### src/rtl/fmap_weight_loader.sv
// fmap_weight_loader: byte stream to 9-lane fmap/weight/bias memory writes.
// Ports: start/cfg_* request, in_* byte handshake, write_*/en memory port, busy/done/err status.
module fmap_weight_loader #(
  parameter int WIDTH    = 80,
  parameter int HEIGHT   = 8,
  parameter int WIDTH_B  = 7,
  parameter int HEIGHT_B = 3,
  parameter int BIAS     = 2
) (
  input  logic                clk,
  input  logic                rst,
  input  logic                start,
  input  logic [WIDTH_B-1:0]  cfg_w0,
  input  logic [WIDTH_B-1:0]  cfg_cols,
  input  logic [HEIGHT_B:0]   cfg_rows,
  input  logic [7:0]          in_data,
  input  logic                in_valid,
  output logic                in_ready,
  output logic [WIDTH_B-1:0]  write_w,
  output logic [HEIGHT_B-1:0] write_h,
  output logic [71:0]         write,
  output logic [8:0]          en,
  output logic                busy,
  output logic                done,
  output logic                err
);

  typedef enum logic [1:0] {
    IDLE  = 2'd0,
    FILL  = 2'd1,
    WRITE = 2'd2,
    DONE  = 2'd3
  } state_t;

  localparam logic [HEIGHT_B:0] HMAX = (HEIGHT_B+1)'(HEIGHT);
  localparam logic [WIDTH_B:0]  WMAX = (WIDTH_B+1)'(WIDTH + BIAS);
  localparam logic [WIDTH_B:0]  NINE = (WIDTH_B+1)'(9);
  localparam logic [WIDTH_B:0]  ONE  = (WIDTH_B+1)'(1);

  state_t              state_q;
  logic [WIDTH_B-1:0]  w0_q;
  logic [WIDTH_B:0]    end_q;
  logic [HEIGHT_B:0]   rows_q;
  logic [HEIGHT_B-1:0] row_q;
  logic [WIDTH_B-1:0]  col_q;
  logic [3:0]          k_q;
  logic [71:0]         write_q;
  logic [8:0]          en_q;
  logic [WIDTH_B-1:0]  write_w_q;
  logic [HEIGHT_B-1:0] write_h_q;
  logic                err_q;

  logic [WIDTH_B:0] sum_w;
  logic             cfg_bad;
  logic [WIDTH_B:0] rem;
  logic [WIDTH_B:0] clen;
  logic             last_byte;
  logic             more_cols;
  logic             more_rows;
  logic             accept;

  // Region end is kept one bit wider so w0+cols cannot wrap.
  assign sum_w   = {1'b0, cfg_w0} + {1'b0, cfg_cols};
  assign cfg_bad = (cfg_cols == '0) || (cfg_rows == '0) ||
                   (cfg_rows > HMAX) || (sum_w > WMAX);

  assign rem       = end_q - {1'b0, col_q};
  assign clen      = (rem > NINE) ? NINE : rem;
  assign last_byte = ((WIDTH_B+1)'(k_q) + ONE) == clen;
  assign more_cols = ({1'b0, col_q} + NINE) < end_q;
  assign more_rows = ({1'b0, row_q} + 1'b1) < rows_q;
  assign accept    = (state_q == FILL) && in_valid;

  always_ff @(posedge clk) begin
    if (rst) begin
      state_q   <= IDLE;
      w0_q      <= '0;
      end_q     <= '0;
      rows_q    <= '0;
      row_q     <= '0;
      col_q     <= '0;
      k_q       <= '0;
      write_q   <= '0;
      en_q      <= '0;
      write_w_q <= '0;
      write_h_q <= '0;
      err_q     <= 1'b0;
    end else begin
      err_q <= 1'b0;
      unique case (state_q)
        IDLE: begin
          if (start) begin
            if (cfg_bad) begin
              err_q <= 1'b1;
            end else begin
              w0_q    <= cfg_w0;
              end_q   <= sum_w;
              rows_q  <= cfg_rows;
              row_q   <= '0;
              col_q   <= cfg_w0;
              k_q     <= '0;
              write_q <= '0;
              state_q <= FILL;
            end
          end
        end
        FILL: begin
          if (accept) begin
            for (int i = 0; i < 9; i++) begin
              if (k_q == 4'(i)) write_q[71-8*i -: 8] <= in_data;
            end
            k_q <= k_q + 4'd1;
            if (last_byte) begin
              // Lane k maps to en[8-k], so a chunk of n lanes sets the top n bits.
              en_q      <= ~(9'h1FF >> clen);
              write_w_q <= col_q;
              write_h_q <= row_q;
              state_q   <= WRITE;
            end
          end
        end
        WRITE: begin
          en_q    <= '0;
          write_q <= '0;
          k_q     <= '0;
          if (more_cols) begin
            col_q   <= col_q + WIDTH_B'(9);
            state_q <= FILL;
          end else if (more_rows) begin
            row_q   <= row_q + 1'b1;
            col_q   <= w0_q;
            state_q <= FILL;
          end else begin
            state_q <= DONE;
          end
        end
        DONE: begin
          state_q <= IDLE;
        end
        default: state_q <= IDLE;
      endcase
    end
  end

  assign in_ready = (state_q == FILL);
  assign busy     = (state_q != IDLE);
  assign done     = (state_q == DONE);
  assign err      = err_q;
  assign en       = en_q;
  assign write    = write_q;
  assign write_w  = write_w_q;
  assign write_h  = write_h_q;

endmodule
### config.mk
export PLATFORM = sky130hd
export DESIGN_NAME = fmap_weight_loader
export DESIGN_NICKNAME = d
export VERILOG_FILES = /design/src/rtl/fmap_weight_loader.sv
export SDC_FILE = /design/constraint.sdc
export NUM_CORES = 1
export LEC_CHECK = 0
export ABC_CLOCK_PERIOD_IN_PS = 7900
export BUFFER_PORTS_ARGS = -buffer_cell sky130_fd_sc_hd__buf_2
export CAP_MARGIN = 15
export CORE_MARGIN = 2
export CORE_UTILIZATION = 55
export CTS_CLUSTER_DIAMETER = 150
export DETAILED_ROUTE_END_ITERATION = 8
export GPL_ROUTABILITY_DRIVEN = 0
export PLACE_DENSITY = 0.79
export SYNTH_ARGS = -nofsm -noshare
export SYNTH_HDL_FRONTEND = slang
export SYNTH_SLANG_ARGS = --single-unit
### constraint.sdc
create_clock -name clk -period 7.9 [get_ports clk]
set_input_delay 0.79 -clock clk [delete_from_list [all_inputs] [get_ports clk]]
set_output_delay 0.79 -clock clk [all_outputs]
set_load 0.05 [all_outputs]
Word-level counts from Yosys, hierarchy flattened
Cells that the tools add are included.
{"block": "op_classes", "reduce_logical": 29, "div_mod_pow": 0, "mux": 39, "order_cmp": 5, "eq_ne": 28, "n_addsub": 8, "bitwise_logic": 4, "n_shift": 1, "n_mul": 0}
{"operator": "two-way mux 72 bit", "count": 3}
{"operator": "one-hot mux 72 bit (3 select lines)", "count": 1}
{"operator": "two-way mux 8 bit", "count": 10}
{"operator": "AND reduction 5 bit", "count": 10}
{"operator": "two-way mux 7 bit", "count": 4}
{"operator": "inequality test 2 x 1 -> 1 bit (second input constant)", "count": 11}
{"operator": "two-way mux 9 bit", "count": 2}
{"operator": "one-hot mux 9 bit (2 select lines)", "count": 1}
{"operator": "equality test 4 x 3 -> 1 bit (second input constant)", "count": 4}
{"operator": "one-hot mux 7 bit (2 select lines)", "count": 1}
{"operator": "two-way mux 2 bit", "count": 6}
{"operator": "two-way mux 3 bit", "count": 4}
{"operator": "two-way mux 4 bit", "count": 3}
{"operator": "one-hot mux 4 bit (3 select lines)", "count": 1}
{"operator": "AND reduction 4 bit", "count": 3}
{"operator": "NOT 9 bit", "count": 1}
{"operator": "AND reduction 3 bit", "count": 3}
{"operator": ">> shifter 9 x 8 -> 9 bit (first input constant)", "count": 1}
{"operator": "adder 7 x 4 -> 8 bit (second input constant)", "count": 1}
{"operator": "adder 7 x 7 -> 8 bit", "count": 1}
{"operator": "equality test 4 x 2 -> 1 bit (second input constant)", "count": 2}
{"operator": "equality test 5 x 8 -> 1 bit", "count": 1}
{"operator": "greater-than comparator 8 x 4 -> 1 bit (second input constant)", "count": 1}
{"operator": "greater-than comparator 8 x 7 -> 1 bit (second input constant)", "count": 1}
{"operator": "other kinds (27)", "count": 38}
{"block": "totals", "out_inout_bits": 95, "register_bits": 127, "latchBits": 0, "ram_bits": 0, "romBits": 0, "inputBits": 30, "memories": 0, "wordCells": 134}

Logic depth before layout (Yosys ltp)
Gate-level depths: netlist of the first run.
{"block": "logic_depth", "depth_word": 8, "ltp_mapped": 14, "mapped_depth_nobuf": 12}

Worst setup path before layout of the first run
No wires, ideal clock.
{"block": "synth_timing", "path_kind": "register to register", "from": "reg col_q[0]", "to": "reg col_q[1]", "t_arrival_ns": 3.086, "setup_ns": 0.074, "path_slack_ns": 4.740, "required_time_ns": 7.826, "synth_period_minus_slack_ns": 3.160, "path_stages_with_launch": 14, "path_buffers": 1, "cell_sequence": "dfxtp_1 -> ha_1 -> a21oi_1 -> xnor2_1 -> ha_1 -> or3_1 -> o21ai_0 -> a21oi_1 -> a221oi_1 -> nor3b_1 -> a21oi_1 -> clkbuf_1 -> o2111ai_1 -> o21ai_0"}
{"block": "synth_via", "elab_chain_cells": 4, "word_cells_on_any_way": 7, "cone_classes": "add/sub (2); order compare (1); eq/ne (1); mux (2); reduce/logical (1)"}
{"element": "start: declaration", "line": "45", "text": "logic [WIDTH_B-1:0] col_q;"}
{"element": "start signal: assignment", "line": "100", "text": "col_q <= cfg_w0;"}
{"element": "start signal: assignment", "line": "127", "text": "col_q <= col_q + WIDTH_B'(9);"}
{"element": "start signal: assignment", "line": "131", "text": "col_q <= w0_q;"}
{"element": "adder 7 x 4 -> 8 bit", "line": "70", "text": "assign more_cols = ({1'b0, col_q} + NINE) < end_q;"}
{"element": "< comparator 8 bit", "line": "70"}
{"element": "inequality test 3 bit (no source line) or two-way mux 7 bit (tied branches)"}
{"element": "AND reduction 4 bit (no source line) or one-hot mux 7 bit (2 select lines) (tied branches)"}
Several ways; a longest one is shown, not always the timed one.
A chain may end at the register's enable or synchronous reset.

Final worst setup path of the first run
{"block": "layout_timing", "from": "reg col_q[2]", "to": "reg col_q[6]"}
The elaborated chain is that of the path after synthesis.

==> results.tsv, run 1 <==
metric	value	unit
multi_input_area	3319	um2
cp-endpoint	col_q[6]$_SDFFE_PP0P_	
highest_layer	met4	
drv_slew	0	
cp.depth	12	
grt_max_degree	53	
finalCritPeriodShare	0.5202	
synth_top_flop_cell	dfxtp_1	
core-area	10840	um2
vias	5519	
r2r_slack	3.79	ns
track_usage	0.2752	
tns	0	ns
power_frac_comb	0.170	
dr_wl_met3	1105	um
die_y	109.4	um
gr-total-overflow	0	
worstReg2RegEnd	col_q[6]$_SDFFE_PP0P_	
cp_max_fo	14	
synth_largest_area_cell	dfxtp_1	
hp-class	reg2reg	
hold_ws	0.4497	ns
crit_start	col_q[2]$_SDFFE_PP0P_	
numClockSinks	127	
dieArea	11980	um2
firstDrtPassIters	5	
rsz0062_at_grt	false	
ys_seq_area_frac	0.4158	
wl_met1	6551	um
finalInstanceArea	7328	um2
dp_slack	3.688	ns
synth-seq-cells	127	
crit_path_max_incr_delay	0.87	ns
via_per_inst	5.909	
root_buffer	clkbuf_8	
fin_cells	934	
cp-end-kind	flop	
grt_antenna_before_repair	0	
finalCriticalPeriod	4.110	ns
placed_area	6793	um2
fp-row-count	38	
setup_viol	0	
wl_per_cell	16.86	um
layout_commonest_cell	dfxtp_1	
hold_viol_final	0	
clk_pin_slew	0.06	ns
netlist_top_cells_area	dfxtp_1 42%, mux2i_1 8.5%, ha_1 6.3%	
numPlacedInstances	902	
syn_avg_cell_area	9.181	um2
required	8.34	ns
cp_top_family	compound AO/OA/AOI/OAI gates	
path_buf_inv	0	
syn_inst	666	
synth_edf_count	0	
post_cts_buffers	0	
area_growth	19.85	%
critPathKind	reg2reg	
ys_warn_count	0	
drive_above_1_share	0.2166	
routed_wl	15750	um
synth_top_area_frac	0.4158	
route.detailed.drc	0	
synth.distinct_cells	60	
cts.path.max_buffers	2	
final_nets	844	
syn_nets	729	
status	completed	
routed-wl-met2	7830	um
postCtsResizedCells	0	
clock_skew	0.009308	ns
power_leakage	3.261	nW
synthArstFlopShare	0	
die_w	109.4	um
relSlewSlack	0.2626	
sw_frac_of_total	0.2939	
netlist_area	6115	um2
grt_pass1_wl	25880	um
num_antenna_cells	0	
r2r-start	col_q[2]$_SDFFE_PP0P_	
fin_ws	3.790	ns
pwr-share-clk	0.430	
final_cell_mix	127 x dfxtp_1, 124 x buf_2, 74 x nand2_1, 52 x mux2i_1, 48 x nor2_1	
grt_pass1_vias	5412	
cts_made_buffers	17	
crit_slowest_cell	a221oi_1	
worst_ep_arrival_time	4.54	ns
htreeDepth	4	
drv_cap	0	
start_util	0.5641	
ioPinCount	125	
fillers	881	
seqPwrFrac	0.400	
worst_slew_pin_slew	1.103	ns
io_buffers	124	
p_int	1.169	mW
crit_chain	and3_1 > o21ai_0 > xnor2_1 > ha_1 > or3_1 > o21ai_0 > a21oi_1 > a221oi_1 > nor3b_1 > a21oi_1 > nor2_1 > a211oi_1	
p_sw	486.4	uW
max_freq	243.3	MHz
cts_tree	done	
insertion_delay	0.54	ns
critPathLaunchType	flop	
r2r_cells	12	
dp_hpwl	11280	um
cts_hold_buf	0	
powerDensity	225.8	nW/um2
peakVddDrop	0.1684	mV
regArea	2542	um2
ant_nets	0	
first_iter_violations	331	
[power groups by stage]
| stage | combinational (mW) | clock, mW | sequential, mW |
|---|---|---|---|
| after detailed placement | 0.276 | 0 | 0.675 |
| after floorplan | 0.210 | 0 | 0.679 |
| after global routing | 0.309 | 0.749 | 0.663 |
| final | 0.282 | 0.711 | 0.662 |
| after global placement | 0.266 | 0 | 0.675 |
| after CTS | 0.279 | 0.717 | 0.661 |
[sequential cells by signal, indices dropped and copies added, names as in the netlist]
register,flops
row_q,3
w0_q,7
k_q,4
en,9
err,1
write,72
write_h,3
end_q,8
state_q,2
col_q,7
rows_q,4
write_w,7
[cells by family (layout without fill, tap and decap cells)]
group | after synthesis | after routing | share of synthesized area
XOR/XNOR | 17 | 17 | 0.02558
flip-flops | 127 | 127 | 0.4158
AND/OR/NAND/NOR | 205 | 205 | 0.1576
AO/OA/AOI/OAI | 171 | 171 | 0.2046
buffers and inverters | 61 | 189 | 0.04133
multiplexers | 52 | 52 | 0.08512
adder cells (fa/ha/maj) | 33 | 33 | 0.06998
[worst min path at each step]
stage                                 from                      to  cells past startpoint
finish                  en[7]$_SDFFE_PP0P_      en[7]$_SDFFE_PP0P_                      2
global route            en[7]$_SDFFE_PP0P_      en[7]$_SDFFE_PP0P_                      2
CTS                     en[7]$_SDFFE_PP0P_      en[7]$_SDFFE_PP0P_                      2
detailed placement   write[9]$_SDFFE_PP0P_   write[9]$_SDFFE_PP0P_                      2
global placement    write[19]$_SDFFE_PP0P_  write[19]$_SDFFE_PP0P_                      2
floorplan            end_q[1]$_SDFFE_PP0P_   end_q[1]$_SDFFE_PP0P_                      2
[metal layers]
metal,up-vias,global-route usage
met5,-,0
met4,0,0.09946
met3,31,0.09306
met2,182,0.4647
met1,2661,0.3247
li1,2645,-
[final cells by class]
type,instances,area share
clock buffers,18,0.05703
clock inverters,14,0.01605
inverters,30,0.01537
multi-input cells,478,0.4530
flip-flops and latches,127,0.3469
well taps,140,0.02390
repair buffers,127,0.08776
[synth_stat cells (all sizes together) (5+ instances only)]
cell type and instances:
nor3 17, nand2b 5, a22o 33, xnor2 9, o21ai 30, buf 9
a22oi 8, and2 8, nand3 15, ha 31, mux2i 52, and3 5
a211oi 6, clkbuf 22, a31oi 10, nand2 74, o211ai 8, a31o 7
a21oi 33, inv 30, o2111ai 5, nor2b 7, nor2 48, or3 6
dfxtp 127, a21o 7, xor2 8, nand4 8
[tightest hold or removal path: cells and delay by family, from the launching register on]
kind | cells | cell delay (ns)
flops | 1 | 0.31
buf+inv | 1 | 0.05
compound gates | 1 | 0.05
[stage by stage]
stage	utilization	total power, mW
global placement	0.6266	0.9407
finish	0.6760	1.655
floorplan	-	0.8889
detailed placement	0.6266	0.9514
global route	0.6760	1.721
CTS	0.6760	1.657
No activity file was read; power rests on OpenSTA's default activity.
==> run 2: changes to the inputs <==
- ABC_CLOCK_PERIOD_IN_PS: 7900 -> 4260
- clock period: 7.9 -> 4.26 ns (I/O delays scaled with it)
==> run 2 against run 1 <==
Against the previous run:
- routed wire length is 2.1% higher
- setup slack got worse by 3.1 ns
- power up 92%
- sequential cell count stayed put
- first-iteration DRC count is 2.4% lower
- count of clock-buffer cells in the layout up 3
- die area is the same
- non-clock buffer count is 3 higher
- global-route usage is 0.45 points higher
- clock skew is 0.0016 ns higher
- worst hold slack got worse by 0.29 ns
- sequential power rose by 86%
- highest routed layer unchanged
==> results.tsv, run 2 (synthesized netlist as in run 1, its figures left out) <==
metric	value	unit	change
critPathKind	reg2reg		
gr-total-overflow	0		unchanged
cp_top_family	compound AO/OA/AOI/OAI gates		
routed_wl	16080	um	+2.1%
peakVddDrop	0.3190	mV	+89%
finalCriticalPeriod	3.600	ns	-0.5098 ns
fillers	844		-4.2%
track_usage	0.2797		+0.004495
crit_chain	inv_1 > ha_1 > fa_1 > xor2_2 > a221o_1 > o2111ai_1 > a2111oi_4 > and4_1 > xnor2_1 > and2_1 > nand3_2 > a31o_2		
hold_viol_final	0		unchanged
grt_pass1_wl	26280	um	+1.5%
powerDensity	429.1	nW/um2	+90%
htreeDepth	4		unchanged
required	4.68	ns	-3.66 ns
grt_max_degree	53		unchanged
cts_hold_buf	0		unchanged
fin_util	0.6814		+0.005424
clock_skew	0.01087	ns	+0.001566 ns
route.detailed.drc	0		unchanged
clk_pin_slew	0.06	ns	about the same
crit_path_max_incr_delay	0.45	ns	-0.42 ns
worst_ep_arrival_time	4.02	ns	-0.52 ns
fp-row-count	38		unchanged
die_y	109.4	um	unchanged
postCtsResizedCells	0		unchanged
critPathLaunchType	flop		
dp_slack	0.5952	ns	-3.093 ns
vias	5539		+0.36%
post_cts_buffers	0		unchanged
drive_above_1_share	0.2171		+0.0004393
status	completed		
worst_slew_pin_slew	1.066	ns	-0.03729 ns
core-area	10840	um2	unchanged
wl_per_cell	17.16	um	+1.8%
dieArea	11980	um2	unchanged
num_antenna_cells	0		unchanged
grt_antenna_before_repair	0		unchanged
power_leakage	3.287	nW	+0.80%
largest_register_ffs	72		unchanged
dp_hpwl	11490	um	+1.9%
path_buf_inv	1		+1
max_freq	277.8	MHz	+14%
ioPinCount	125		unchanged
via_per_inst	5.911		about the same
cts_made_buffers	17		unchanged
start_util	0.5641		unchanged
fin_ws	0.6599	ns	-3.130 ns
rsz0062_at_grt	false		
final_nets	847		+0.36%
die_w	109.4	um	unchanged
cp-end-kind	flop		
io_buffers	124		unchanged
cts.path.max_buffers	2		unchanged
relSlewSlack	0.2841		+0.02146
tns	0	ns	unchanged
final_cell_mix	127 x dfxtp_1, 124 x buf_2, 74 x nand2_1, 52 x mux2i_1, 48 x nor2_1		
cp_max_fo	12		-2
area_growth	20.81	%	
root_buffer	clkbuf_8		
setup_viol	0		unchanged
first_iter_violations	323		-2.4%
finalCritPeriodShare	0.8451		+0.3249
grt_pass1_vias	5500		+1.6%
firstDrtPassIters	6		+1
crit_slowest_cell	fa_1		
drv_cap	0		unchanged
layout_commonest_cell	dfxtp_1		
drv_slew	0		unchanged
numClockSinks	127		unchanged
hp-class	in2reg		
cts_tree	done		
insertion_delay	0.53	ns	about the same
ant_nets	0		unchanged
==> run 2: cell count changes in the layout (fill, tap and decap cells not counted), sizes merged <==
cell,previous run,this run
buf,127,130
clkbuf,18,21
inv,33,32
clkinvlp,3,2
bufinv,1,2
clkinv,7,5
==> run 2: area by class of cell <==
class                           instances  area [um2]  share of cell area
Multi-Input combinational cell        478        3319              0.4494
Sequential cell                       127        2542              0.3442
Timing Repair Buffer                  130       665.6             0.09011
Clock buffer                           21       439.2             0.05945
Tap cell                              140       175.2             0.02371
Clock inverter                         11       132.6             0.01795
Inverter                               30       112.6             0.01524
==> run 2: routing by layer <==
metal,up-vias,share of wire,track usage
met4,0,0.021,0.1067
met2,211,0.49,0.4665
met3,33,0.071,0.09069
li1,2643,-,-
met5,-,0,0
met1,2652,0.42,0.3349
==> run 2: final timing paths <==
kind	start	to	slack, ns	cells past startpoint
min reg2reg	en[7]$_SDFFE_PP0P_	en[7]$_SDFFE_PP0P_	0.45	2
min	cfg_rows[0]	rows_q[0]$_SDFFE_PP0P_	0.16	3
max	end_q[0]$_SDFFE_PP0P_	write_w[1]$_SDFFE_PP0P_	0.66	12
max reg2reg	end_q[0]$_SDFFE_PP0P_	write_w[1]$_SDFFE_PP0P_	0.66	12
==> run 2: where the power goes <==
group / switching [mW] / internal [mW]
clock network: 0.553 / 0.854
logic: 0.342 / 0.194
registers: 0.0196 / 1.21
total: 0.914 / 2.26
==> run 2: per-stage QoR <==
step           power [mW]  instance area [um2]  hold WS, ns  cells
5_1_grt             3.289                 7387       0.1548    937
3_5_place_dp        1.776                 6815       0.4420    905
4_1_cts             3.169                 7387       0.1406    937
3_3_place_gp        1.754                 6815       0.4422    905
6_report            3.170                 7387       0.1572    937
2_1_floorplan       1.648                 6115       0.4536    666
==> run 2: worst register-to-register path, stage by stage (launching register included) <==
cell,delay (ns)
dfxtp_1,0.35
inv_1,0.05
ha_1,0.22
fa_1,0.45
xor2_2,0.26
a221o_1,0.20
o2111ai_1,0.17
a2111oi_4,0.34
and4_1,0.25
xnor2_1,0.18
and2_1,0.37
nand3_2,0.31
a31o_2,0.35
==> run 3: changes to the inputs <==
- ABC_CLOCK_PERIOD_IN_PS: 4260 -> 3210
- CORE_UTILIZATION: 55 -> 50
- PLACE_DENSITY: 0.79 -> 0.76
- clock period: 4.26 -> 3.21 ns (I/O delays scaled with it)
==> run 3 against run 2 <==
Against the previous run:
- the flow now finishes with violations (setup timing)
- first-iteration DRC count is 3.4% lower
- global-route usage is 1.6 points lower
- worst hold slack worse by 0.0078 ns
==> results.tsv, run 3 (synthesized netlist as in run 1, its figures left out) <==
metric	value	unit	change
dp_hpwl	11760	um	+2.4%
critPathKind	reg2reg		
seqPwrFrac	0.358		-0.029
ant_nets	0		unchanged
worstReg2RegEnd	en[0]$_SDFFE_PP0P_		
grt_pass1_vias	5690		+3.5%
fin_cells	982		+4.8%
track_usage	0.2639		-0.01581
hold_viol_final	0		unchanged
wl_per_cell	17.45	um	+1.7%
cts.path.max_buffers	2		unchanged
relSlewSlack	0.3789		+0.09485
fp-row-count	40		+5.3%
cts_tree	done		
firstDrtPassIters	7		+1
htreeDepth	4		unchanged
cp-end-kind	flop		
via_per_inst	5.909		about the same
worst_ep_arrival_time	3.60	ns	-0.42 ns
io_buffers	124		unchanged
gr-total-overflow	0		unchanged
power_frac_comb	0.209		+0.040
peakVddDrop	0.3334	mV	+4.5%
hp-class	in2reg		
root_buffer	clkbuf_16		
die_w	114.6	um	+4.7%
vias	5803		+4.8%
insertion_delay	0.42	ns	-0.11 ns
routed_wl	17130	um	+6.5%
dp_slack	-0.1316	ns	-0.7268 ns
grt_pass1_wl	27520	um	+4.8%
finalCritPeriodShare	1.008		+0.1632
clock_skew	0.006186	ns	-0.004688 ns
fin_util	0.6613		-0.02014
numPlacedInstances	936		+3.4%
area_growth	29.36	%	
grt_max_degree	49		-7.5%
whs_endpoint	rows_q[2]$_SDFFE_PP0P_		
ioPinCount	125		unchanged
grt_antenna_before_repair	0		unchanged
drv_slew	0		unchanged
die_y	114.6	um	+4.7%
r2r-start	end_q[0]$_SDFFE_PP0P_		
route.detailed.drc	0		unchanged
clk_pin_slew	0.06	ns	about the same
worstHoldPathCells	3		unchanged
final_nets	885		+4.5%
dieArea	13130	um2	+9.6%
pwr-share-clk	0.432		-0.012
cts_made_buffers	17		unchanged
power_leakage	3.516	nW	+7.0%
required	3.57	ns	-1.11 ns
r2r_slack	-0.03	ns	-0.69 ns
sw_frac_of_total	0.2862		-0.002240
numClockSinks	127		unchanged
start_util	0.5112		-0.05287
powerDensity	573.9	nW/um2	+34%
max_freq	309.0	MHz	+11%
p_sw	1.299	mW	+42%
num_antenna_cells	0		unchanged
worst_slew_pin_slew	0.9245	ns	-0.1412 ns
p_int	3.241	mW	+44%
finalCriticalPeriod	3.237	ns	-0.3634 ns
setup_viol	1		+1
critPathLaunchType	flop		
fillers	935		+11%
final_cell_mix	125 x buf_2, 125 x dfxtp_1, 73 x nand2_1, 52 x mux2i_1, 48 x nor2_1		
r2r_cells	13		+1
first_iter_violations	312		-3.4%
finalInstanceArea	7910	um2	+7.1%
core-area	11960	um2	+10%
placed_area	7004	um2	+2.8%
largest_register_ffs	72		unchanged
status	complete, but fails checks		
drv_cap	0		unchanged
violations	setup timing		
min_from	cfg_rows[2]		
cp_max_fo	10		-2
drive_above_1_share	0.2814		+0.06437
fin_ws	-0.02672	ns	-0.6866 ns
-- run 3: cell count changes in the layout (fill, tap and decap cells not counted), sizes merged --
cell	before	now
buf	130	165
o221a	1	3
bufinv	2	3
clkbuf	21	20
nand3	15	16
-- run 3: worst max-delay path, cell delays in order (launching register included) --
cell	delay, ns
dfxtp_2	0.35
inv_1	0.05
ha_2	0.19
fa_2	0.40
xor2_2	0.18
a221o_1	0.20
o2111ai_2	0.16
a2111oi_4	0.38
and2_4	0.24
a31oi_4	0.12
buf_4	0.17
o221a_4	0.31
nor3_1	0.28
o21a_1	0.15
-- run 3: metrics by stage --
step	total power, mW	hold slack [ns]	setup TNS [ns]
floorplan	2.188	0.4536	0
global placement	2.386	0.4405	0
detailed placement	2.418	0.4441	-1.028
CTS	4.440	0.1412	-0.001374
global route	4.703	0.1660	-0.4990
finish	4.540	0.1494	-0.02672
-- run 3: power groups by stage --
stage | clock [mW] | combinational [mW] | sequential [mW]
finish | 1.96 | 0.951 | 1.63
global route | 2.06 | 1.02 | 1.63
global placement | 0 | 0.728 | 1.66
floorplan | 0 | 0.516 | 1.67
CTS | 1.98 | 0.837 | 1.63
detailed placement | 0 | 0.759 | 1.66
-- run 3: timing repair --
action                                  4_1_cts  5_1_grt
gates resized for setup                      13       26
gates cloned                                  2        2
buffers inserted                              4        6
pin swaps                                     3       14
hold buffers                                  0        0
endpoints found under the setup margin       21       31
-- run 3: layout make-up --
| cell class | count | area (um2) | area share |
|---|---|---|---|
| sequential | 127 | 2545 | 0.3217 |
| timing repair buffer | 165 | 940.9 | 0.1189 |
| tap | 147 | 183.9 | 0.02325 |
| inverter | 30 | 112.6 | 0.01424 |
| clock buffer | 20 | 446.7 | 0.05647 |
| clock inverter | 12 | 158.9 | 0.02009 |
| multi-input combinational | 481 | 3522 | 0.4453 |
-- run 3: worst max-delay path by stage --
stage | start | end | slack [ns] | cells past startpoint
2_1_floorplan | col_q[0]$_SDFFE_PP0P_ | col_q[1]$_SDFFE_PP0P_ | 0.05 | 13
3_3_place_gp | end_q[0]$_SDFFE_PP0P_ | write_w[1]$_SDFFE_PP0P_ | 0.05 | 12
3_5_place_dp | end_q[0]$_SDFFE_PP0P_ | write_w[1]$_SDFFE_PP0P_ | -0.13 | 12
4_1_cts | end_q[0]$_SDFFE_PP0P_ | state_q[0]$_SDFFE_PP0P_ | -0.001 | 13
5_1_grt | end_q[0]$_SDFFE_PP0P_ | en[0]$_SDFFE_PP0P_ | -0.07 | 13
6_report | end_q[0]$_SDFFE_PP0P_ | en[0]$_SDFFE_PP0P_ | -0.03 | 13
-- run 3: layer usage --
layer | routed length, um | vias to the layer above | track usage
li1 | - | 2737 | -
met1 | 7006 | 2775 | 0.3104
met2 | 8348 | 235 | 0.4391
met3 | 1248 | 56 | 0.08470
met4 | 526 | 0 | 0.1187
met5 | 0 | - | 0
